File: src/rtl/io_scan_pkg.sv
// Shared types and constants for the IO-tile scan-chain sequencer.
package io_scan_pkg;

    typedef enum logic [2:0] {
        IDLE,
        CLR,
        CAP,
        SHIFT,
        RESP
    } scan_state_t;

    typedef logic [1:0] scan_op_t;

    localparam scan_op_t OP_CLEAR    = 2'd0;
    localparam scan_op_t OP_CAPSHIFT = 2'd1;
    localparam scan_op_t OP_SHIFT    = 2'd2;

    localparam int SLOT_CYC = 4;
    localparam int SR_CYC   = 2;

endpackage

File: src/rtl/io_scan_phase_gen.sv
// Slot-phase counter: emits sample, SC0/SC1 gate strobes and end-of-slot.
// Capture slots run SC0,gap,SC1,gap; shift slots run sample,SC0,gap,SC1.
module io_scan_phase_gen
    import io_scan_pkg::*;
(
    input  logic clk_i,
    input  logic rst_ni,
    input  logic en_i,
    input  logic cap_i,
    output logic sample_o,
    output logic sc0_o,
    output logic sc1_o,
    output logic slot_end_o
);

    localparam int PH_W = $clog2(SLOT_CYC);

    logic [PH_W-1:0] phase_q;
    logic [PH_W-1:0] phase_d;

    assign phase_d = en_i ? phase_q + PH_W'(1) : '0;

    always_ff @(posedge clk_i or negedge rst_ni) begin
        if (!rst_ni) begin
            phase_q <= '0;
        end else begin
            phase_q <= phase_d;
        end
    end

    // One idle phase always separates an SC0 pulse from an SC1 pulse, also across slots.
    assign sample_o   = en_i & ~cap_i & (phase_q == PH_W'(0));
    assign sc0_o      = en_i & (cap_i ? (phase_q == PH_W'(0)) : (phase_q == PH_W'(1)));
    assign sc1_o      = en_i & (cap_i ? (phase_q == PH_W'(2)) : (phase_q == PH_W'(3)));
    assign slot_end_o = en_i & (phase_q == PH_W'(SLOT_CYC - 1));

endmodule

File: src/rtl/io_scan_seq_ctrl.sv
// IO-ring scan sequencer: host command in, scan controls out, captured bits returned.
// Optional command/response parity is enabled by defining IO_SCAN_CTRL_PARITY_EN.
module io_scan_seq_ctrl
    import io_scan_pkg::*;
#(
    parameter int CHAIN_LEN = 32,
    parameter int CNT_W     = $clog2(CHAIN_LEN + 1)
) (
    input  logic                 pi_pad_clk,
    input  logic                 pi_pad_rstn,
    input  logic                 cmd_valid,
    output logic                 cmd_ready,
    input  scan_op_t             cmd_op,
    input  logic [CHAIN_LEN-1:0] cmd_tx,
`ifdef IO_SCAN_CTRL_PARITY_EN
    input  logic                 cmd_par,
    output logic                 rsp_par,
`endif
    output logic                 rsp_valid,
    input  logic                 rsp_ready,
    output logic [CHAIN_LEN-1:0] rsp_rx,
    output logic                 rsp_err,
    output logic                 SE0,
    output logic                 SE1,
    output logic                 SC0,
    output logic                 SC1,
    output logic                 SR,
    output logic                 scan_si,
    input  logic                 scan_so,
    output scan_state_t          dbg_state_o
);

    localparam int IDX_W = (CHAIN_LEN > 1) ? $clog2(CHAIN_LEN) : 1;

    scan_state_t          state_q, state_d;
    logic [CHAIN_LEN-1:0] tx_q, tx_d;
    logic [CHAIN_LEN-1:0] rx_q, rx_d;
    logic [CNT_W-1:0]     bit_q, bit_d;
    logic [1:0]           sr_q, sr_d;
    logic                 err_q, err_d;

    logic             in_scan;
    logic             sample;
    logic             slot_end;
    logic             par_bad;
    logic [IDX_W-1:0] bit_idx;

    assign in_scan = (state_q == CAP) || (state_q == SHIFT);
    assign bit_idx = bit_q[IDX_W-1:0];

`ifdef IO_SCAN_CTRL_PARITY_EN
    assign par_bad = cmd_par ^ (^cmd_tx);
`else
    assign par_bad = 1'b0;
`endif

    io_scan_phase_gen u_phase (
        .clk_i     (pi_pad_clk),
        .rst_ni    (pi_pad_rstn),
        .en_i      (in_scan),
        .cap_i     (state_q == CAP),
        .sample_o  (sample),
        .sc0_o     (SC0),
        .sc1_o     (SC1),
        .slot_end_o(slot_end)
    );

    always_ff @(posedge pi_pad_clk or negedge pi_pad_rstn) begin
        if (!pi_pad_rstn) begin
            state_q <= IDLE;
            tx_q    <= '0;
            rx_q    <= '0;
            bit_q   <= '0;
            sr_q    <= '0;
            err_q   <= 1'b0;
        end else begin
            state_q <= state_d;
            tx_q    <= tx_d;
            rx_q    <= rx_d;
            bit_q   <= bit_d;
            sr_q    <= sr_d;
            err_q   <= err_d;
        end
    end

    // Both ports use valid/ready: a transfer happens on a rising edge where both are high.
    always_comb begin
        state_d = state_q;
        tx_d    = tx_q;
        rx_d    = rx_q;
        bit_d   = bit_q;
        sr_d    = sr_q;
        err_d   = err_q;
        case (state_q)
            IDLE: begin
                if (cmd_valid) begin
                    tx_d  = cmd_tx;
                    rx_d  = '0;
                    bit_d = '0;
                    sr_d  = '0;
                    err_d = 1'b0;
                    if (par_bad) begin
                        err_d   = 1'b1;
                        state_d = RESP;
                    end else begin
                        case (cmd_op)
                            OP_CLEAR:    state_d = CLR;
                            OP_CAPSHIFT: state_d = CAP;
                            OP_SHIFT:    state_d = SHIFT;
                            default: begin
                                err_d   = 1'b1;
                                state_d = RESP;
                            end
                        endcase
                    end
                end
            end
            CLR: begin
                sr_d = sr_q + 2'd1;
                if (sr_q == 2'(SR_CYC - 1)) state_d = RESP;
            end
            CAP: begin
                if (slot_end) state_d = SHIFT;
            end
            SHIFT: begin
                if (sample) rx_d[bit_idx] = scan_so;
                if (slot_end) begin
                    bit_d = bit_q + CNT_W'(1);
                    if (bit_q == CNT_W'(CHAIN_LEN - 1)) state_d = RESP;
                end
            end
            RESP: begin
                if (rsp_ready) state_d = IDLE;
            end
            default: state_d = IDLE;
        endcase
    end

    assign cmd_ready   = (state_q == IDLE);
    assign rsp_valid   = (state_q == RESP);
    assign rsp_rx      = rx_q;
    assign rsp_err     = rsp_valid & err_q;
`ifdef IO_SCAN_CTRL_PARITY_EN
    assign rsp_par     = rsp_valid & (^rx_q);
`endif
    assign SE0         = (state_q == SHIFT);
    assign SE1         = in_scan;
    assign SR          = (state_q == CLR);
    assign scan_si     = (state_q == SHIFT) & tx_q[bit_idx];
    assign dbg_state_o = state_q;

endmodule

File: config.mk
export PLATFORM = sky130hd
export DESIGN_NAME = io_scan_seq_ctrl
export DESIGN_NICKNAME = d
export VERILOG_FILES = /design/src/rtl/io_scan_pkg.sv /design/src/rtl/io_scan_phase_gen.sv /design/src/rtl/io_scan_seq_ctrl.sv
export SDC_FILE = /design/constraint.sdc
export NUM_CORES = 1
export LEC_CHECK = 0
export CORE_MARGIN = 2
export CORE_UTILIZATION = 50
export CTS_BUF_LIST = sky130_fd_sc_hd__clkbuf_16
export DETAILED_ROUTE_END_ITERATION = 6
export GPL_ROUTABILITY_DRIVEN = 0
export GPL_TIMING_DRIVEN = 1
export PLACE_DENSITY = 0.79
export SKIP_CTS_REPAIR_TIMING = 1
export SYNTH_ARGS = -nofsm -noshare
export SYNTH_HDL_FRONTEND = slang
export SYNTH_SLANG_ARGS = --single-unit
export TNS_END_PERCENT = 30
File: constraint.sdc
create_clock -name pi_pad_clk -period 2.15 [get_ports pi_pad_clk]
set_input_delay 0.43 -clock pi_pad_clk [delete_from_list [all_inputs] [get_ports pi_pad_clk]]
set_output_delay 0.43 -clock pi_pad_clk [all_outputs]
set_load 0.02 [all_outputs]
==> impl_metrics.toml <==
[route]
avgViaCountPerCell = 5.71
drt_iter0_drc = 235
routed_wl_um = 9030
wl_per_cell_um = 16.2
dr_total_vias = 3185
ant_nets = 0
firstDrtPassIters = 4
drc_errors = 0

[synthesis]
yosysWarnings = 0
synth_top_cell_area_share_pct = 50.0
netlist_area_um2 = 3900
synth_area_leaders = "dfrtp_1 (50%), mux2_2 (9.5%), o21ai_0 (8.3%), a21oi_1 (4.5%), ha_1 (3.8%)"
ys_seq_area_share_pct = 50.0
synth_common_cells = "dfrtp_1 (78), o21ai_0 (65), a21oi_1 (35), mux2_2 (33), clkbuf_1 (13)"
synth_edf_count = 0
synth.net_count = 408
synthCells = 357
syn_avg_cell_area_um2 = 10.9
synth.largest_area_cell = "dfrtp_1"
synth-seq-cells = 78
synth_flop_cell = "dfrtp_1"
synth_most_common_cell = "dfrtp_1"
async_flop_share_pct = 100
yosysUniqueCellTypes = 51

[status]
violations = "negative setup slack"
outcome = "finished with violations"

[worst_setup_path]
critical_path_arrival_ps = 1990
cp_max_fo = 4
crit_type = "reg -> out"
required_ps = 1720
start_kind = "flop"
critPathCaptureType = "output pin"

[place]
numPortBuffers = 82
dpl_worst_slack_ps = -431
hpwlAfterDp_um = 6590
dp_cells = 542

[power]
pwr-share-seq_pct = 36.9
switchingPower_mw = 1.88
cellInternalPower_mw = 3.97
ir_worst_vdd_v = 0.000812
power_leakage_nw = 2.43
p_clk_share_pct = 26.5
switching_share_pct = 32.1
power.density_nw_per_um2 = 1100
pwr-share-comb_pct = 36.6
p_total_mw = 5.85

[layout]
fin_cells = 558
multi_input_area_um2 = 1820
syn_to_final_growth_pct = 36.9
antenna_cells = 0
nNetsFinal = 503
fillers = 554
register_area_um2 = 1950
drive_gt1_share_pct = 21.3

[floorplan]
core_area_um2 = 7650
start_util_pct = 51.0
die_y_um = 92.3
dieArea_um2 = 8520
die_w_um = 92.3
rows = 32
io_pins = 83

[global_route]
grt_pass1_wl_um = 14900
grt_overflow = 0
grt_max_degree = 45
grt_use_total_pct = 22.1
first_global_vias = 3109
antenna_found_initial = 0

[timing]
finalCriticalPeriod_ps = 2420
timing.final.hold_violations = 0
worst_pin_slew_ps = 687
fin_crit_sh_pct = 113
slew_headroom_pct = 54.1
setup_viol = 1
timing.fmax_mhz = 413
clock-skew-final_ps = 5.40
setup_slack_ps = -269
drv_slew = 0
rsz0062_at_grt = "yes"

[clocking]
numCtsBuffers = 9
path_clk_slew_ps = 60
cts_tree = "built"
cts_sinks = 78
clk_path_buf_depth = 2
clk_latency_ps = 330
htree_levels = 3
cts-root-buf = "clkbuf_16"

[worst_hold_path]
hp-class = "in -> async"

[flow_run]
maxCapViolCount = 0
power groups by stage:
stage | Combinational [mW] | Sequential [mW] | Clock, mW
2_1_floorplan | 1.45 | 2.11 | 0
3_3_place_gp | 2.02 | 2.17 | 0
3_5_place_dp | 2.11 | 2.17 | 0
4_1_cts | 2.11 | 2.15 | 1.57
5_1_grt | 2.33 | 2.22 | 1.64
6_report | 2.14 | 2.16 | 1.55
layer usage:
layer | global-route usage (%) | part of all wire [%]
met5 | 0 | 0
met3 | 4.23 | 6.0
met2 | 33.1 | 47
met1 | 30.9 | 44
met4 | 11.3 | 2.5
critical path, stage by stage (launching register included):
cell,delay (ps)
dfrtp_2,430
mux4_2,510
a22o_1,230
a221oi_2,170
a31oi_1,130
buf_4,180
per-stage QoR:
step | util, % | area [um2] | hold slack [ps] | TNS (ps)
5_1_grt | 69.8 | 5340 | 90.8 | -340
6_report | 69.8 | 5340 | 47.4 | -269
2_1_floorplan | - | 3900 | 134 | 0
3_3_place_gp | 64.9 | 4970 | 403 | -962
3_5_place_dp | 64.9 | 4970 | 411 | -3040
4_1_cts | 68.9 | 5270 | 61.3 | -1750
worst paths after layout:
kind	endpoint	cells after the start	from	slack, ps
worst max-delay path	scan_si	5	bit_q[0]	-270
worst min-delay path	rsp_rx[22]	1	pi_pad_rstn	50
worst max register to register	rsp_rx[0]	7	bit_q[0]	150
worst min register to register	tx_q[5]	1	tx_q[5]	500
max in group asynchronous	bit_q[0]	2	pi_pad_rstn	1500
min in group pi_pad_clk	tx_q[5]	1	tx_q[5]	500
flip-flops by register name, summed over array words and instances, names as in the netlist:
signal	flops
bit_q	6
dbg_state_o	3
err_q	1
rsp_rx	32
sr_q	2
tx_q	32
u_phase.phase_q	2
kinds of logic (layout without fill, tap and decap cells):
group,count (synthesis),in the layout,synth area share (%)
muxes,46,46,14.8
adders and majority gates,12,12,3.85
xor gates and xnor gates,2,2,0.449
DFF,78,78,50.0
AOI/OAI and AO/OA,119,119,16.6
buffers and inverters,38,137,4.23
and+or+nand+nor,62,62,10.1
final cells by class:
type / count / share of cell area [%]
Inverter: 11 / 0.773
Multi-Input combinational cell: 241 / 34.1
Clock buffer: 9 / 4.22
Sequential cell: 78 / 36.6
Timing Repair Buffer: 111 / 20.4
Tap cell: 102 / 2.39
Clock inverter: 6 / 1.45
cell usage in the layout, fill, tap and decap left out, drive strengths merged, types with 6 or more instances in the layout:
master         Yosys  routed
a21oi             36      36
nand2              9       9
mux2i              7       7
clkbuf            17       9
o21ai             69      69
clkdlybuf4s50      0      72
ha                12      12
nor2               9       9
buf               10      31
mux4               6       6
mux2              33      33
dlymetal6s2s       0       8
dfrtp             78      78
inv               11      11
Power figures use the tool's default switching activity.
